## config.mk

```make
export PLATFORM = sky130hd
export DESIGN_NAME = shift_amount_finder
export DESIGN_NICKNAME = d
export VERILOG_FILES = /design/src/rtl/shift_amount_finder.sv
export SDC_FILE = /design/constraint.sdc
export NUM_CORES = 1
export LEC_CHECK = 0
export CORE_MARGIN = 3
export CORE_UTILIZATION = 45
export DETAILED_ROUTE_END_ITERATION = 16
export HOLD_SLACK_MARGIN = 0.1
export PLACE_DENSITY = 0.78
export SYNTH_ARGS = -nofsm -noshare
export SYNTH_HDL_FRONTEND = slang
export SYNTH_SLANG_ARGS = --single-unit
```

## constraint.sdc

```tcl
create_clock -name clk -period 2.09 [get_ports clk]
set_input_delay 0.3135 -clock clk [delete_from_list [all_inputs] [get_ports clk]]
set_output_delay 0.3135 -clock clk [all_outputs]
set_load 0.05 [all_outputs]
```

## src/rtl/shift_amount_finder.sv

```systemverilog
// shift_amount_finder
//   Sequential inverse of an 8-bit logical barrel shifter. It finds the
//   smallest amount k in 0..WIDTH-1 for which shifting data_in by k in
//   direction dir (zero fill) gives data_shifted. It tests one candidate
//   per clock.
//
// Ports
//   clk          rising-edge clock
//   rst_n        asynchronous active-low reset
//   start        request pulse, accepted only while busy=0
//   data_in      original (unshifted) word, sampled on the accept edge
//   data_shifted target (shifted) word, sampled on the accept edge
//   dir          0 = right shift, 1 = left shift, sampled on the accept edge
//   busy         search in progress
//   done         one-cycle pulse when found/shift_out are valid
//   found        1 = a matching shift amount exists
//   shift_out    smallest matching shift amount, 0 when found=0
//
// Handshake: start is a request that is consumed only on an edge where
// busy=0. Every accepted request produces exactly one done pulse.
// Requests seen while busy=1 are dropped, not queued.
module shift_amount_finder #(
    parameter int WIDTH = 8
) (
    input  logic                       clk,
    input  logic                       rst_n,
    input  logic                       start,
    input  logic [WIDTH-1:0]           data_in,
    input  logic [WIDTH-1:0]           data_shifted,
    input  logic                       dir,
    output logic                       busy,
    output logic                       done,
    output logic                       found,
    output logic [$clog2(WIDTH)-1:0]   shift_out
);

    localparam int SW = $clog2(WIDTH);
    localparam logic [SW-1:0] CNT_LAST = SW'(WIDTH - 1);

    typedef enum logic {
        IDLE   = 1'b0,
        SEARCH = 1'b1
    } state_t;

    state_t           state;
    logic [WIDTH-1:0] work;
    logic [WIDTH-1:0] target;
    logic             dir_q;
    logic [SW-1:0]    cnt;

    always_ff @(posedge clk or negedge rst_n) begin
        if (!rst_n) begin
            state     <= IDLE;
            work      <= '0;
            target    <= '0;
            dir_q     <= 1'b0;
            cnt       <= '0;
            busy      <= 1'b0;
            done      <= 1'b0;
            found     <= 1'b0;
            shift_out <= '0;
        end else begin
            // done is a single-cycle pulse; only the terminating edge raises it.
            done <= 1'b0;
            case (state)
                IDLE: begin
                    if (start) begin
                        work      <= data_in;
                        target    <= data_shifted;
                        dir_q     <= dir;
                        cnt       <= '0;
                        busy      <= 1'b1;
                        found     <= 1'b0;
                        shift_out <= '0;
                        state     <= SEARCH;
                    end
                end
                SEARCH: begin
                    // The equality test comes before the limit test, so a
                    // match at the last amount still reports found=1.
                    if (work == target) begin
                        found     <= 1'b1;
                        shift_out <= cnt;
                        done      <= 1'b1;
                        busy      <= 1'b0;
                        state     <= IDLE;
                    end else if (cnt == CNT_LAST) begin
                        found     <= 1'b0;
                        shift_out <= '0;
                        done      <= 1'b1;
                        busy      <= 1'b0;
                        state     <= IDLE;
                    end else begin
                        work <= dir_q ? (work << 1) : (work >> 1);
                        cnt  <= cnt + SW'(1);
                    end
                end
                default: state <= IDLE;
            endcase
        end
    end

endmodule

```

==> impl_metrics.csv, run 1 <==
group,metric,value,unit
status,status,"finished clean",
routing,vias_per_cell,5.41,
floorplan,die_h,62.1,µm
synth,seq_area_frac_synth,47.7,%
timing,rsz0062_at_grt,"false",
routing,wl_per_cell,14.2,µm
power,ir_drop,0.726,mV
synth,yosysWarningCount,0,
placement,dp_hpwl,2260,µm
timing,tightest_slew,0.695,ns
setup_path,critPathCaptureType,"primary output",
synth,avgSynthCellArea,9.26,µm²
timing,slew_headroom,53.7,%
setup_path,path_cells,"clkdlybuf4s50_1",
clock_network,path_clk_slew,0.14,ns
routing,first_pass_iters,5,
timing,hold_violations,0,
setup_path,max_stage_delay,0.82,ns
flow_run,max_cap_violations,0,
setup_path,crit_fanout,3,
clock_network,hold_buffers,0,
setup_path,crit_buf_inv,1,
clock_network,postCtsResizedCells,0,
power,p_sw_share,44.7,%
clock_network,cts-htree-levels,1,
placement,place_congestion,0.876,
min_path,hold_class,"in2async",
floorplan,core_area,2880,µm²
synth,syn_nets,175,
synth,ys.flop_type,"dfrtp_1",
routing,ant_nets,0,
power,p_leak,0.762,nW
clock_network,postCtsSetupRepairBufs,0,
timing,fin_worst_skew,0.00260,ns
setup_path,critPathKind,"reg2out",
final_layout,final_util,60.3,%
synth,netlist_instances,153,
final_layout,nNetsFinal,200,
grt,grt_max_degree,28,
clock_network,cts_buffers,3,
synth,syn-cell-area,1420,µm²
synth,ys_ff_latch,27,
floorplan,row_count,19,
clock_network,clk-insertion-delay-late,0.33,ns
setup_path,cp.arrival,1.57,ns
power,p_switching,1.13,mW
timing,finalCritPeriodShare,89.9,%
routing,drt_iter0_markers,56,
routing,routed_wl,3100,µm
synth,async_flop_share,100,%
clock_network,clockBufferDepth,2,
grt,grt_pass1_vias,1151,
floorplan,die-width,62.1,µm
power,seqPwrFrac,40.3,%
grt,grt.total_usage,17.7,%
setup_path,critPathTopFamily,"buffers and inverters",
synth,synth_most_common_cell,"nand2_1",
floorplan,start_util,49.2,%
final_layout,fin_area,1730,µm²
power,pwr-share-comb,50.7,%
synth,synth_edf_count,0,
placement,dpl-instance-area,1710,µm²
timing,setup_tns,0,ns
routing,drc,0,
synth,synthTopCellsByCount,"nand2_1, dfrtp_1, o21ai_0",
timing,max_freq,532,MHz
clock_network,cts-root-buf,"clkbuf_4",
setup_path,crit_slowest_cell,"clkdlybuf4s50_1",
synth,synth_top_area_cell,"dfrtp_1",
placement,io_buffers,25,
synth,synth_area_leaders,"dfrtp_1, nand2_1, mux2i_1",
clock_network,clock_sinks,27,
timing,fin_crit,1.88,ns
floorplan,ioPinCount,26,
final_layout,syn2layout_area_growth,22.4,%
timing,slew_viol_final,0,
routing,vias,1184,
final_layout,diodes,0,
power,p_per_area,1460,nW/µm²
setup_path,cp_data_required_time,1.78,ns
grt,grt.overflow.total,0,
synth,synth.distinct_cells,28,
floorplan,die_area,3860,µm²
grt,grt_pass1_wl,5510,µm
timing,finalSetupViolCount,0,
final_layout,drive_above_1_share,6.21,%
setup_path,startpoint_type,"flop",
power,p_int,1.40,mW
grt,antenna_found_initial,0,
power,clkPwrFrac,9.0,%
clock_network,cts_tree,"yes",
synth,synth_top_area_share,47.7,%
power by group through the flow:
stage          registers (mW)  clock network [mW]  logic, mW
3_3_place_gp             1.01                   0       1.24
2_1_floorplan            1.04                   0      0.920
3_5_place_dp             1.03                   0       1.28
5_1_grt                  1.05               0.257       1.45
6_report                 1.02               0.227       1.29
4_1_cts                  1.02               0.232       1.29
final cells by class:
cell class | count | area [µm²]
repair buffers | 30 | 288
multi-input cells | 114 | 683
well taps | 42 | 52.6
fillers | 259 | 1140
inverters | 2 | 7.51
flip-flops and latches | 27 | 676
clock inverters | 1 | 5.00
clock buffers | 3 | 22.5
metal layers:
layer  GRT usage, %  wire, µm  vias up
li1               -         -      568
met1           23.1      1310      559
met2           28.4      1500       49
met3           4.14       213        8
met4           6.91        79        0
met5              0         0        -
cell families after synthesis:
family                     Yosys count  share of synthesized area (%)
adders and majority gates            2                           1.77
muxes                                7                           4.95
xor gates and xnor gates             8                           4.95
AOI/OAI and AO/OA                   29                           14.9
buffers and inverters               12                           4.06
DFF                                 27                           47.7
and+or+nand+nor                     68                           21.6
worst paths after layout:
path / start / to / slack (ns) / cells after the start
min reg2reg: target[6]$_DFFE_PN0P_ / target[6]$_DFFE_PN0P_ / 0.52 / 2
min: rst_n / target[7]$_DFFE_PN0P_ / 0.33 / 2
min in group clk: data_shifted[4] / target[4]$_DFFE_PN0P_ / 0.48 / 3
max reg2reg: target[2]$_DFFE_PN0P_ / work[0]$_DFFE_PN0P_ / 0.31 / 4
max in group asynchronous: rst_n / state$_DFF_PN0_ / 1.51 / 2
max: found$_DFFE_PN0P_ / found / 0.21 / 1
sequential cells by signal (all words and copies together), names as in the netlist:
signal     count
target         8
work           8
cnt            3
shift_out      3
busy           1
dir_q          1
done           1
found          1
state          1
per-stage QoR:
| stage | cells | setup slack, ns | power, mW | hold slack (ns) |
|---|---|---|---|---|
| after CTS | 219 | 0.204 | 2.54 | 0.340 |
| after floorplan | 153 | 0.434 | 1.96 | 0.0179 |
| after global placement | 215 | 0.400 | 2.25 | 0.486 |
| after global routing | 219 | 0.160 | 2.75 | 0.356 |
| after detailed placement | 215 | 0.350 | 2.31 | 0.495 |
| final | 219 | 0.211 | 2.54 | 0.327 |
cells in the final DEF (no fill, tap or decap), drive strengths merged:
master	count
nand2	44
dfrtp	27
clkdlybuf4s50	25
o21ai	9
xnor2	8
o211ai	7
mux2i	7
nor2	7
nand2b	5
buf	5
nor2b	3
and2	3
nor3	3
a311o	3
clkbuf	3
nand4	2
inv	2
o311a	2
ha	2
o21a	1
or2	1
a21boi	1
a211o	1
o311ai	1
o2bb2ai	1
a22o	1
a21oi	1
o221ai	1
clkinv	1
(Power assumes the default switching activity.)
==> inputs of run 2 (changes only) <==
DONT_BUFFER_PORTS = 1   (was default)
PLACE_DENSITY = 0.68   (was 0.78)
==> impl_metrics.csv, run 2 (synthesis results as in run 1) <==
group,metric,value,unit
power,seqPwrFrac,46.9,%
placement,dp.cells,190,
setup_path,cp.arrival,2.02,ns
grt,grt_max_degree,28,
grt,grt_pass1_wl,5330,µm
clock_network,cts_tree,"yes",
final_layout,syn2layout_area_growth,13.2,%
timing,whs,0.135,ns
setup_path,cp_data_required_time,2.31,ns
floorplan,die_h,62.1,µm
final_layout,nNetsFinal,186,
final_layout,diodes,0,
grt,grt.total_usage,16.8,%
power,fin_total_pwr,2.42,mW
timing,slew_headroom,62.1,%
setup_path,reg2reg_slack,0.29,ns
final_layout,final_cell_mix,"nand2_1, dfrtp_1, dlygate4sd3_1",
power,pwr-share-comb,44.0,%
clock_network,path_clk_slew,0.14,ns
timing,fin_worst_skew,0.00582,ns
routing,vias_per_cell,5.40,
setup_path,max_stage_delay,0.46,ns
timing,fin_crit,1.80,ns
floorplan,row_count,19,
grt,grt_pass1_vias,1178,
timing,tightest_slew,0.568,ns
clock_network,postCtsResizedCells,0,
final_layout,final_util,55.7,%
final_layout,final_cells,205,
setup_path,critPathCaptureType,"flop",
timing,finalSetupViolCount,0,
final_layout,layout_commonest_cell,"nand2_1",
min_path,hold_class,"in2reg",
power,p_switching,1.08,mW
placement,place_congestion,0.821,
setup_path,crit_slowest_cell,"dfrtp_1",
power,p_per_area,1510,nW/µm²
clock_network,cts-root-buf,"clkbuf_4",
setup_path,crit_fanout,10,
routing,routed_wl,2870,µm
timing,hold_violations,0,
final_layout,drive_above_1_share,6.75,%
power,clkPwrFrac,9.1,%
power,ir_drop,0.786,mV
grt,antenna_found_initial,0,
floorplan,start_util,49.2,%
timing,finalCritPeriodShare,86.1,%
routing,vias,1106,
power,p_leak,0.715,nW
setup_path,startpoint_type,"flop",
setup_path,path_cells,"xnor2_1 -> nand4_2 -> buf_4 -> or2_1 -> a311o_1",
power,p_int,1.34,mW
floorplan,core_area,2880,µm²
routing,ant_nets,0,
grt,grt.overflow.total,0,
floorplan,die_area,3860,µm²
flow_run,max_cap_violations,0,
timing,slew_viol_final,0,
final_layout,largest_registers,"target x8, work x8",
routing,first_pass_iters,4,
clock_network,cts_buffers,3,
floorplan,ioPinCount,26,
clock_network,cts-htree-levels,1,
routing,drt_iter0_markers,51,
clock_network,postCtsSetupRepairBufs,0,
clock_network,clk-insertion-delay-late,0.32,ns
floorplan,die-width,62.1,µm
routing,wl_per_cell,14.0,µm
clock_network,clockBufferDepth,2,
status,status,"finished clean",
routing,drc,0,
placement,io_buffers,0,
clock_network,clock_sinks,27,
timing,max_freq,556,MHz
placement,dp_hpwl,2060,µm
timing,setup_tns,0,ns
power,p_sw_share,44.7,%
timing,rsz0062_at_grt,"false",
setup_path,critPathKind,"reg2reg",
clock_network,hold_buffers,11,
==> run 2: area by class of cell <==
cell class | count | area, µm²
Fill cell | 267 | 1270
Timing Repair Buffer | 16 | 158
Sequential cell | 27 | 676
Tap cell | 42 | 52.6
Multi-Input combinational cell | 114 | 683
Inverter | 2 | 7.51
Clock buffer | 4 | 26.3
==> run 2: critical path: cells and delay by family, from the launching register on <==
family	cells	cell delay (ns)
AOI/OAI and AO/OA	1	0.33
and+or+nand+nor	2	0.49
xor gates and xnor gates	1	0.19
DFF	1	0.46
buffers and inverters	1	0.23
==> run 2: through the flow <==
stage / worst slack [ns] / instance area (µm²)
final: 0.291 / 1600
after global routing: 0.154 / 1600
after CTS: 0.304 / 1600
after detailed placement: 0.312 / 1460
after global placement: 0.325 / 1460
after floorplan: 0.434 / 1420
==> run 2: worst paths after layout <==
kind / startpoint / endpoint / cells after the start
worst min register to register: target[6]$_DFFE_PN0P_ / target[6]$_DFFE_PN0P_ / 2
worst min-delay path: data_in[1] / work[1]$_DFFE_PN0P_ / 2
worst max register to register: work[4]$_DFFE_PN0P_ / shift_out[2]$_DFFE_PN0P_ / 5
worst max-delay path: work[4]$_DFFE_PN0P_ / shift_out[2]$_DFFE_PN0P_ / 5
min in group asynchronous: rst_n / target[3]$_DFFE_PN0P_ / 2
max in group asynchronous: rst_n / busy$_DFFE_PN0P_ / 2
==> run 2: power by group through the flow <==
stage                     Sequential [mW]  Clock (mW)  Combinational (mW)
after CTS                            1.14       0.230                1.07
after detailed placement             1.15           0                1.04
final                                1.14       0.221                1.07
after floorplan                      1.04           0               0.920
after global placement               1.13           0                1.01
after global routing                 1.18       0.252                1.21
==> run 2: routing by layer <==
metal | track usage [%] | wire length, µm | up-vias
met4 | 5.80 | 43 | 0
met1 | 22.2 | 1340 | 540
met2 | 27.3 | 1340 | 23
li1 | - | - | 538
met3 | 3.60 | 144 | 5
met5 | 0 | 0 | -
